### src/rtl/spi_seg_pkg.sv
// Shared constants for the SPI segment receiver.
// Opcodes, FSM state encoding, status tag and frame length.
package spi_seg_pkg;

  localparam int FRAME_BITS = 16;
  localparam int BYTE_BITS = FRAME_BITS / 2;

  localparam logic [2:0] STATUS_TAG = 3'b101;

  localparam logic [1:0] OP_NOP   = 2'b00;
  localparam logic [1:0] OP_SEG   = 2'b01;
  localparam logic [1:0] OP_BLINK = 2'b10;
  localparam logic [1:0] OP_READ  = 2'b11;

  typedef enum logic [1:0] {
    IDLE,
    CMD,
    DATA,
    WAIT_CS
  } state_e;

endpackage

### src/rtl/sync_edge_det.sv
// Multi-flop synchronizer with rise/fall pulses from one history flop.
// Ports: clk, rst_n (sync, active low), d_i raw pin, rise_o, fall_o.
module sync_edge_det #(
  parameter int   STAGES  = 2,
  parameter logic RST_VAL = 1'b0
) (
  input  logic clk,
  input  logic rst_n,
  input  logic d_i,
  output logic rise_o,
  output logic fall_o
);

  logic [STAGES-1:0] sync_q;
  logic              prev_q;
  logic              lvl;

  assign lvl = sync_q[STAGES-1];

  always_ff @(posedge clk) begin
    if (!rst_n) begin
      sync_q <= {STAGES{RST_VAL}};
      prev_q <= RST_VAL;
    end else begin
      sync_q <= {sync_q[STAGES-2:0], d_i};
      prev_q <= lvl;
    end
  end

  assign rise_o = lvl & ~prev_q;
  assign fall_o = ~lvl & prev_q;

endmodule

### src/rtl/spi_segment_rx.sv
// SPI mode-0 slave: 16-bit cmd/data frames, seg/blink regs, status on MISO.
// Ports: clk, rst_n, ena, spi_* pins, seg_out, blink_div, frame_valid/err.
module spi_segment_rx
  import spi_seg_pkg::*;
#(
  parameter int SYNC_STAGES = 2
) (
  input  logic       clk,
  input  logic       rst_n,
  input  logic       ena,
  input  logic       spi_sck,
  input  logic       spi_cs_n,
  input  logic       spi_mosi,
  output logic       spi_miso,
  output logic       spi_miso_oe,
  output logic [7:0] seg_out,
  output logic [7:0] blink_div,
  output logic       frame_valid,
  output logic       frame_err
);

  logic sck_rise, sck_fall;
  logic cs_rise, cs_fall;
  logic [SYNC_STAGES-1:0] mosi_q;
  logic mosi_s;

  sync_edge_det #(
    .STAGES (SYNC_STAGES),
    .RST_VAL(1'b0)
  ) u_sck (
    .clk   (clk),
    .rst_n (rst_n),
    .d_i   (spi_sck),
    .rise_o(sck_rise),
    .fall_o(sck_fall)
  );

  // CS_N idles high so reset must not fake an edge
  sync_edge_det #(
    .STAGES (SYNC_STAGES),
    .RST_VAL(1'b1)
  ) u_cs (
    .clk   (clk),
    .rst_n (rst_n),
    .d_i   (spi_cs_n),
    .rise_o(cs_rise),
    .fall_o(cs_fall)
  );

  // same depth as SCK keeps each bit aligned with its edge
  always_ff @(posedge clk) begin
    if (!rst_n) mosi_q <= '0;
    else        mosi_q <= {mosi_q[SYNC_STAGES-2:0], spi_mosi};
  end

  assign mosi_s = mosi_q[SYNC_STAGES-1];

  state_e      state_q, state_d;
  logic [2:0]  bit_q, bit_d;
  logic [7:0]  cmd_q, cmd_d;
  logic [7:0]  data_q, data_d;
  logic [1:0]  op_q, op_d;
  logic [7:0]  seg_q, seg_d;
  logic [7:0]  blink_q, blink_d;
  logic [7:0]  sh_q, sh_d;
  logic [3:0]  cnt_q, cnt_d;
  logic        ld_q, ld_d;
  logic        ovr_q, ovr_d;
  logic        lerr_q, lerr_d;
  logic        valid_q, valid_d;
  logic        err_q, err_d;
  logic        cs_low_q, cs_low_d;
  logic        commit;
  logic [7:0]  status;

  localparam logic [2:0] LAST_BIT = 3'(BYTE_BITS - 1);

  assign status = {cnt_q, lerr_q, STATUS_TAG};

  always_comb begin
    state_d  = state_q;
    bit_d    = bit_q;
    cmd_d    = cmd_q;
    data_d   = data_q;
    op_d     = op_q;
    seg_d    = seg_q;
    blink_d  = blink_q;
    sh_d     = sh_q;
    cnt_d    = cnt_q;
    ld_d     = ld_q;
    ovr_d    = ovr_q;
    lerr_d   = lerr_q;
    valid_d  = 1'b0;
    err_d    = 1'b0;
    commit   = 1'b0;
    cs_low_d = cs_low_q;
    if (cs_fall) cs_low_d = 1'b1;
    if (cs_rise) cs_low_d = 1'b0;

    if (!ena) begin
      state_d = IDLE;
    end else begin
      unique case (state_q)
        IDLE: begin
          if (cs_fall) begin
            bit_d   = '0;
            sh_d    = '0;
            ld_d    = 1'b0;
            ovr_d   = 1'b0;
            state_d = CMD;
          end
        end
        CMD: begin
          if (sck_rise) begin
            cmd_d = {cmd_q[6:0], mosi_s};
            bit_d = bit_q + 3'd1;
            if (bit_q == LAST_BIT) begin
              op_d    = cmd_d[7:6];
              state_d = DATA;
            end
          end
        end
        DATA: begin
          if (sck_rise) begin
            data_d = {data_q[6:0], mosi_s};
            bit_d  = bit_q + 3'd1;
            if (bit_q == LAST_BIT) begin
              commit  = 1'b1;
              state_d = WAIT_CS;
            end
          end
          // first fall in DATA follows the 8th rise
          if (sck_fall) begin
            if (!ld_q) begin
              sh_d = status;
              ld_d = 1'b1;
            end else begin
              sh_d = {sh_q[6:0], 1'b0};
            end
          end
        end
        WAIT_CS: begin
          if (sck_rise) begin
            ovr_d  = 1'b1;
            lerr_d = 1'b1;
          end
        end
        default: state_d = IDLE;
      endcase

      if (commit) begin
        valid_d = 1'b1;
        cnt_d   = cnt_q + 4'd1;
        lerr_d  = 1'b0;
        unique case (1'b1)
          (op_q == OP_SEG):   seg_d   = data_d;
          (op_q == OP_BLINK): blink_d = data_d;
          default: ;
        endcase
      end

      // SCK edge above is applied before a same-cycle CS_N rise
      if (cs_rise && state_q != IDLE) begin
        if (state_d == WAIT_CS) begin
          err_d = ovr_d;
        end else begin
          err_d  = 1'b1;
          lerr_d = 1'b1;
        end
        state_d = IDLE;
      end
    end
  end

  always_ff @(posedge clk) begin
    if (!rst_n) begin
      state_q  <= IDLE;
      bit_q    <= '0;
      cmd_q    <= '0;
      data_q   <= '0;
      op_q     <= OP_NOP;
      seg_q    <= '0;
      blink_q  <= '0;
      sh_q     <= '0;
      cnt_q    <= '0;
      ld_q     <= 1'b0;
      ovr_q    <= 1'b0;
      lerr_q   <= 1'b0;
      valid_q  <= 1'b0;
      err_q    <= 1'b0;
      cs_low_q <= 1'b0;
    end else begin
      state_q  <= state_d;
      bit_q    <= bit_d;
      cmd_q    <= cmd_d;
      data_q   <= data_d;
      op_q     <= op_d;
      seg_q    <= seg_d;
      blink_q  <= blink_d;
      sh_q     <= sh_d;
      cnt_q    <= cnt_d;
      ld_q     <= ld_d;
      ovr_q    <= ovr_d;
      lerr_q   <= lerr_d;
      valid_q  <= valid_d;
      err_q    <= err_d;
      cs_low_q <= cs_low_d;
    end
  end

  assign spi_miso    = (state_q == DATA) & sh_q[7];
  assign spi_miso_oe = cs_low_q & ena;
  assign seg_out     = seg_q;
  assign blink_div   = blink_q;
  assign frame_valid = valid_q;
  assign frame_err   = err_q;

endmodule

### config.mk
export PLATFORM = sky130hd
export DESIGN_NAME = spi_segment_rx
export DESIGN_NICKNAME = d
export VERILOG_FILES = /design/src/rtl/spi_seg_pkg.sv /design/src/rtl/sync_edge_det.sv /design/src/rtl/spi_segment_rx.sv
export SDC_FILE = /design/constraint.sdc
export NUM_CORES = 1
export LEC_CHECK = 0
export ABC_AREA = 1
export ABC_CLOCK_PERIOD_IN_PS = 2250
export CORE_MARGIN = 2
export CORE_UTILIZATION = 45
export DETAILED_ROUTE_END_ITERATION = 6
export PLACE_DENSITY = 0.65
export SLEW_MARGIN = 0
export SYNTH_ARGS = -nofsm -noshare
export SYNTH_HDL_FRONTEND = slang
export SYNTH_SLANG_ARGS = --single-unit
### constraint.sdc
create_clock -name clk -period 2.25 [get_ports clk]
set_clock_uncertainty 0.2 [all_clocks]
set_input_delay 0.675 -clock clk [delete_from_list [all_inputs] [get_ports clk]]
set_output_delay 0.675 -clock clk [all_outputs]
set_load 0.1 [all_outputs]
==> reports/metrics.csv, run 1 <==
metric,value,unit
status,"finished, final reports clean",
dominant synthesized flop cell,dfxtp_1,
CP cell instances,dlygate4sd2_1 -> nand2_1 -> clkinvlp_4 -> buf_12,
synth top area cells,"dfxtp_1 46%, nand2_1 8.9%, a21oi_1 7.9%",
Tot GR Track Use,0.185,
worst-path fanout max,2,
DRC errors left,0,
"flops & latches, synth",64,
"worst slack, placed",-169,ps
area delta synth->final,30.6,%
final setup margin,42.8,ps
"Data arrival, critical path",1330,ps
reg2reg setup slack,330,ps
total gr overflow,0,
CTS Buffer Depth,2,
IO Count,26,
post-synthesis sequential area ratio,0.462,
top-area cell type share of the netlist area,0.462,
Commonest cells post-synth,"66 x nand2_1, 64 x dfxtp_1, 49 x inv_1",
pin count of the biggest net entering global routing,30,
Final ANT Viol Nets,0,
CP startpoint kind,input pin,
via/cell ratio,4.87,
Fmax,0.453,GHz
Crit-path slowest cell,dlygate4sd2_1,
post-route cell area,3620,µm²
Slew Limit Fails,0,
RSZ-0062 raised after global routing,no,
Synth Warn #,0,
first-pass GRT wire length,9.41,mm
die outline height,82.5,µm
critical path launch point,ena,
post-synthesis cell type count,29,
leak pwr,1.55,nW
drt pass-1 iters,5,
Initial Utilization,0.468,
Vias,2348,
post-synth top area cell,dfxtp_1,
Critical Path Stages,4,
H-tree depth,3,
Clock Latency Late Sink,340,ps
fillers,518,
share of layout cells above drive strength 1,0.192,
Die W,82.5,µm
Critical Path RT,1370,ps
Setup CP Type,input pin to primary output,
CP Capture Type,primary output,
clk sink count,64,
post-synth design cell area,2770,µm²
Std-Cell Rows,28,
RePlAce Congestion,0.826,
DP HPWL,3.90,mm
"Async S/R FF share, synth",0,
post-CTS setup repair buffer count,0,
Worst-Margin Slew,489,ps
CTS tree,built,
Layout Nets,415,
worst hold slack,217,ps
Finish-stage setup viols,0,
Num CTS Buffers,9,
DR WL/cell,11.3,µm
WP buf/inv,3,
Worst-path clk slew,70,ps
placed inst area,3390,µm²
final core occ,0.611,
Post-Syn Nets,373,
Worst slew margin,0.670,
cells on worst reg2reg path,6,
DIE AREA,6810,µm²
cts hold-fix bufs,0,
launch point of the worst reg-to-reg path,state_q[1],
initial antenna violation count,0,
crit share post-route,0.981,
most frequent cell after synthesis,nand2_1,
hold depth,2,
critical path's largest stage delay,260,ps
Post-synth EDFFs,0,
"Avg Cell Area, Syn",7.70,µm²
type of the worst min-delay path,flip-flop to flip-flop,
initial detailed-routing violation count,118,
Power Density,655,nW/µm²
root buffer selected by CTS,clkbuf_8,
"Hold Vio Cnt, Final",0,
core area,5920,µm²
max_cap viols,0,
PortBufs,25,
vias in the first global route,2117,
worst reg2reg endpoint,seg_out[1],
"Min Clock Period, post-route",2210,ps
Setup crit end,spi_miso_oe,
Peak supply drop,0.000597,V
Top Family by Delay on Critical Path,buffers and inverters,
Mapped Cells,360,
ANT cells,0,
final wirelength,5.46,mm
-- through the flow --
stage	total power [W]	setup TNS [ps]	std cells
2_1_floorplan	0.00128	0	360
3_3_place_gp	0.00132	-2770	466
3_5_place_dp	0.00132	-2560	466
4_1_cts	0.00240	0	482
5_1_grt	0.00247	0	482
6_report	0.00237	0	482
-- report_power, final --
part	internal, W	switching (W)
logic	0.0000478	0.0000836
clock network	0.000625	0.000452
registers	0.00115	0.00000951
-- worst min-delay path: stages (launching register included) --
cell,delay (ps)
dfxtp_1,310
nand2_1,50
inv_1,40
-- placed cells by master (no fill, tap or decap), types with 3 or more instances in the layout --
| cell | synthesis | final |
|---|---|---|
| clkinv_4 | 0 | 3 |
| ha_1 | 7 | 6 |
| o21ai_1 | 6 | 6 |
| inv_2 | 4 | 5 |
| buf_4 | 2 | 19 |
| clkdlybuf4s50_1 | 0 | 4 |
| nand2_1 | 66 | 66 |
| inv_1 | 49 | 47 |
| nand3_1 | 7 | 7 |
| a21oi_1 | 44 | 44 |
| o21ai_0 | 42 | 42 |
| nor2_1 | 34 | 34 |
| buf_12 | 0 | 20 |
| dfxtp_1 | 64 | 64 |
| clkinv_2 | 1 | 3 |
| clkbuf_8 | 0 | 9 |
-- per-layer routing --
metal,vias to the layer above,share of wire,global-route usage
met5,-,0,0
met4,0,0.0070,0.0639
met3,4,0.054,0.0641
met2,44,0.47,0.291
met1,1065,0.47,0.236
li1,1235,-,-
-- state kept, by name, indices dropped and copies added (netlist names), 3 cells and up --
name / count
data_q: 8
cmd_q: 7
sh_q: 8
seg_out: 8
bit_q: 3
cnt_q: 4
blink_div: 8
-- how the worst min path moves through the flow --
stage	end	slack, ps	startpoint
final	mosi_q[1]	220	mosi_q[0]
after floorplan	mosi_q[1]	190	mosi_q[0]
after global routing	mosi_q[1]	230	mosi_q[0]
after detailed placement	mosi_q[1]	200	mosi_q[0]
after global placement	mosi_q[1]	200	mosi_q[0]
after CTS	mosi_q[1]	220	mosi_q[0]
-- repair_timing --
action	4_1_cts	5_1_grt
pin swaps	0	0
setup endpoints to repair	2	1
resized for setup	3	1
cloned	0	0
-- logic make-up (layout without fill, tap and decap cells) --
logic type               after synthesis  after routing  synth area share
AND/OR/NAND/NOR                      121            121             0.208
AO/OA/AOI/OAI                        100            100             0.196
buffers and inverters                 68            115             0.102
flip-flops                            64             64             0.462
adder cells (fa/ha/maj)                7              7            0.0316
-- final cells by class --
cell class	count	area [µm²]	share of cell area
inverter	55	211	0.0584
timing repair buffer	44	592	0.163
tap	75	93.8	0.0259
clock buffer	9	124	0.0342
sequential	64	1280	0.354
multi-input combinational	228	1220	0.337
clock inverter	7	96.3	0.0266
(Power assumes the default switching activity.)
==> run 2: changes to the inputs <==
ABC_CLOCK_PERIOD_IN_PS = 2050   (was 2250)
MAX_ROUTING_LAYER = met4   (was default)
clock period = 2.05 ns   (was 2.25 ns; I/O delays follow)
==> reports/metrics.csv, run 2 (synthesis results as in run 1) <==
metric,value,unit,change
Critical Path RT,1230,ps,-140 ps
Die W,82.5,µm,unchanged
total gr overflow,0,,unchanged
Power Density,683,nW/µm²,+4.3%
crit share post-route,0.991,,
drt pass-1 iters,4,,-1
final wirelength,5.74,mm,+5.2%
Slew Limit Fails,0,,unchanged
vias in the first global route,2158,,+1.9%
first-pass GRT wire length,9.63,mm,+2.3%
Worst slew margin,0.742,,+0.0714
share of layout cells above drive strength 1,0.201,,+0.00933
Initial Utilization,0.468,,unchanged
via/cell ratio,4.84,,-0.63%
CTS tree,built,,
most frequent cells in the layout,"64 x nand2_1, 62 x dfxtp_1, 46 x inv_1, 44 x a21oi_1, 42 x o21ai_0",,
RePlAce Congestion,0.804,,-2.6%
cells on worst reg2reg path,6,,unchanged
Std-Cell Rows,28,,unchanged
DRC errors left,0,,unchanged
Finish-stage setup viols,0,,unchanged
Final ANT Viol Nets,0,,unchanged
fillers,516,,-0.39%
Fmax,0.492,GHz,
core area,5920,µm²,unchanged
Storage cell area,1280,µm²,+0.20%
Vias,2338,,-0.43%
"Hold Vio Cnt, Final",0,,unchanged
worst-path fanout max,2,,unchanged
H-tree depth,3,,unchanged
leak pwr,1.56,nW,+0.62%
placed inst area,3420,µm²,+0.81%
hold depth,2,,unchanged
initial detailed-routing violation count,89,,-25%
busiest grt layer,met2,,
Setup CP Type,input pin to primary output,,
non-filler cells in the finished layout,483,,+0.21%
"Data arrival, critical path",1220,ps,-110 ps
Placed Instances,466,,unchanged
CP Capture Type,primary output,,
max_cap viols,0,,unchanged
grt met3 use,0.0717,,+0.00761
GR Layer Usage met2,0.306,,+0.0153
initial antenna violation count,0,,unchanged
TNS Setup,0,ps,unchanged
die outline height,82.5,µm,unchanged
Worst-Margin Slew,383,ps,-106 ps
Worst-path clk slew,70,ps,about the same
post-route cell area,3640,µm²,+0.45%
DIE AREA,6810,µm²,unchanged
area delta synth->final,31.1,%,
Clock Latency Late Sink,350,ps,about the same
Num CTS Buffers,9,,unchanged
pin count of the biggest net entering global routing,25,,-17%
ANT cells,0,,unchanged
PortBufs,25,,unchanged
clk sink count,64,,unchanged
"Min Clock Period, post-route",2030,ps,
met1 Track Usage GR,0.234,,-0.00192
CP startpoint kind,input pin,,
type of the worst min-delay path,flip-flop to flip-flop,,
IO Count,26,,unchanged
status,"finished, final reports clean",,
DR WL/cell,11.9,µm,+5.0%
Layout Nets,417,,+0.48%
Peak supply drop,0.000653,V,+9.4%
Multi-input gate area,1240,µm²,+1.2%
root buffer selected by CTS,clkbuf_8,,
Tot GR Track Use,0.198,,+0.0130
DP HPWL,4.14,mm,+6.1%
"commonest non-fill, non-tap cell in the layout",nand2_1,,
RSZ-0062 raised after global routing,yes,,
CTS Buffer Depth,2,,unchanged
run 2: cell types whose count changed in the layout (fill, tap and decap cells not counted), moves of 2 or more:
cell | before | now
dfxtp_1 | 64 | 62
nand2_4 | 2 | 4
clkinv_4 | 3 | 0
clkinvlp_4 | 1 | 3
nand2_1 | 66 | 64
clkbuf_1 | 0 | 2
dfxtp_2 | 0 | 2
run 2: metrics by stage:
| stage | hold WS [ps] | setup WS [ps] | util | power, W |
|---|---|---|---|---|
| floorplan | 190 | 35.3 | - | 0.00140 |
| global placement | 197 | -218 | 0.577 | 0.00145 |
| detailed placement | 203 | -252 | 0.577 | 0.00146 |
| CTS | 213 | 12.6 | 0.612 | 0.00251 |
| global route | 242 | -6.95 | 0.614 | 0.00258 |
| finish | 212 | 18.7 | 0.614 | 0.00248 |
run 2: path summary, 6_finish.rpt:
path | start | end | slack (ps)
worst max register to register | state_q[0] | bit_q[0] | 210
worst min register to register | u_sck.sync_q[0] | u_sck.sync_q[1] | 210
worst min-delay path | u_sck.sync_q[0] | u_sck.sync_q[1] | 210
worst max-delay path | ena | spi_miso_oe | 20
run 2: final cells by class:
cell class / count / area share
clock buffer: 12 / 0.0399
clock inverter: 3 / 0.0117
inverter: 55 / 0.0592
multi-input combinational: 228 / 0.340
sequential: 64 / 0.353
tap: 75 / 0.0258
timing repair buffer: 46 / 0.170
run 2: repair_timing:
action / CTS / global route
buffers inserted: 1 / 1
pin swaps: 0 / 1
endpoints found under the setup margin: 2 / 1
hold buffers: 0 / 0
endpoints found under the hold margin: 0 / 0
resized for setup: 5 / 1
run 2: routing by layer:
layer | vias up | routed length (µm)
li1 | 1242 | -
met1 | 1055 | 2700
met2 | 33 | 2740
met3 | 8 | 213
met4 | 0 | 93
met5 | - | 0
run 2: power by group:
group          internal, W  switching (W)
combinational    0.0000593      0.0000935
clock             0.000587       0.000468
sequential         0.00127      0.0000115
run 2: critical path, cell delays in order:
cell	delay, ps
dlygate4sd2_1	270
nand2_4	70
clkinvlp_4	80
buf_12	170
==> edit, RTL diff (config.mk and constraints of run 2) <==
The 4 states of `state_e` get a one-hot encoding in 4 bits.
--- a/src/rtl/spi_seg_pkg.sv
+++ b/src/rtl/spi_seg_pkg.sv
@@ -14,7 +14,7 @@
 
-  typedef enum logic [1:0] {
-    IDLE,
-    CMD,
-    DATA,
-    WAIT_CS
+  typedef enum logic [3:0] {
+    IDLE    = 4'b0001,
+    CMD     = 4'b0010,
+    DATA    = 4'b0100,
+    WAIT_CS = 4'b1000
   } state_e;
Behaviour: same outputs for any inputs over 10 cycles, from zero or initial values and one cycle with rst_n low; not proved beyond that.
==> edit against run 2 <==
- total power grew 13%
- area after synthesis is 1.7% higher
- sequential cell count is 2 higher
- setup slack improved by 0.034 ns
- wire length grew 2.8%
- design area grew 3.0%
- synthesized cell count up 9.2%
==> edit: results (changes against run 2) <==
stage,metric,value,unit,change
logic_synthesis,Post-Syn Instances,393,,+9.2%
logic_synthesis,post-synthesis compound-gate area fraction,14.0,%,-5.6 points
logic_synthesis,mux cell area share after synthesis,0,%,unchanged
route,vias per cell,4.87,,+0.69%
placement,post-place instance area,0.00347,mm2,+1.6%
layout,layout cells sized above 1,18.1,%,-2.0 points
logic_synthesis,Cell variety after synth,29,,unchanged
logic_synthesis,register area share after synthesis,46.9,%,+0.66 points
sta,Fmax achieved,501,MHz,+1.7%
global_routing,global-route wire length before repair,10300,um,+6.9%
route,first-pass detailed-route iteration total,4,,unchanged
critical_path,crit-path max cell delay,0.23,ns,-0.04 ns
critical_path,CP arrival,1.18,ns,-0.04 ns
layout,Non-Filler Instances,516,,+6.8%
route,DR iter-0 viols,109,,+22%
power_and_ir_drop,cell leakage power,1.63,nW,+4.3%
placement,Post-Place Cells,499,,+7.1%
placement,GP Congestion,0.799,,-0.61%
clocking,Clk Tree Root Cell,clkbuf_8,,
logic_synthesis,net count after synthesis,402,,+7.8%
sta,actual slew at the worst max-slew pin,0.397,ns,+0.0134 ns
logic_synthesis,commonest cells in the synthesized netlist,"nand2_1, dfxtp_1, nor2_1, inv_1, a21oi_1",,
logic_synthesis,Main synth FF type,dfxtp_1,,
logic_synthesis,xor-xnor portion of the synthesized cell area,0.621,%,+0.62 points
critical_path,Top delay family on crit path,buffers and inverters,,
hold_path,worst hold path stage count,1,,-1
placement,Setup WS pre-CTS,-0.254,ns,-0.00223 ns
sta,Hold Slack,0.211,ns,-0.00110 ns
placement,DPL Wire Length,4190,um,+1.1%
power_and_ir_drop,worst ir drop on vdd,0.000543,V,-17%
hold_path,HP Class,register to register,,
run_status,status,"complete, no violations",,
logic_synthesis,Adder-Cell Fraction of Synth Area,1.33,%,-1.8 points
layout,# diodes,0,,unchanged
logic_synthesis,synth top area cells,"dfxtp_1, nand2_1, nor2_1, inv_1, a21oi_1",,
layout,layout net count,445,,+6.7%
clocking,depth of the CTS H-tree,3,,unchanged
global_routing,vias in the first global route,2386,,+11%
route,drt total wl,5900,um,+2.8%
clocking,CTS buffer count,9,,unchanged
clocking,clk_lat worst skew,0.35,ns,about the same
global_routing,initial antenna violation count,0,,unchanged
critical_path,slowest library cell on the worst path,clkdlybuf4s15_1,,
global_routing,GRT Overall Usage,18.6,%,-1.1 points
critical_path,Register-to-Register Path Depth,8,,+2
-- edit: worst paths after layout --
| path | start | to |
|---|---|---|
| setup / recovery | ena | spi_miso_oe |
| hold / removal | u_cs.sync_q[0] | u_cs.sync_q[1] |
| setup reg to reg | state_q[3] | seg_out[4] |
| hold reg to reg | u_cs.sync_q[0] | u_cs.sync_q[1] |
-- edit: metal layers --
metal	track usage, %	wire, um	vias to the layer above
met5	-	0	-
met4	5.81	72	0
met3	5.77	236	6
met2	29.7	2730	42
met1	22.7	2860	1139
li1	-	-	1328
-- edit: worst register-to-register path, stage by stage, from the launching register on --
cell and delay, ns:
dfxtp_1 0.40, nor2_4 0.06, nand2_4 0.08, buf_4 0.23, nor2_2 0.05, buf_4 0.19
o21ai_0 0.35, nor2_1 0.11, nor2_1 0.11
-- edit: cells by family (layout without fill, tap and decap cells) --
| logic type | after synthesis | after routing |
|---|---|---|
| buffers and inverters | 65 | 113 |
| and+or+nand+nor | 181 | 181 |
| adders and majority gates | 3 | 3 |
| xor gates and xnor gates | 2 | 2 |
| AOI/OAI and AO/OA | 76 | 76 |
| DFF | 66 | 66 |
-- edit: layout make-up --
cell class              instances  area (um2)
inverters                      48         184
fillers                       538        2250
well taps                      75        93.8
multi-input cells             262        1250
clock buffers                  10         138
flip-flops and latches         66        1320
repair buffers                 49         643
clock inverters                 6         114
-- edit: where the power goes --
part,internal (mW),total (mW),leakage (nW),switching (mW)
combinational,0.0618,0.153,0.977,0.0908
clock,0.842,1.35,0.119,0.506
sequential,1.30,1.32,0.535,0.0122
-- edit: repair_timing --
item | in CTS | in global routing
pin swaps | 4 | 2
gates resized for setup | 6 | 1
buffers inserted | 1 | 0
hold buffers | 0 | 0
endpoints found under the setup margin | 2 | 2
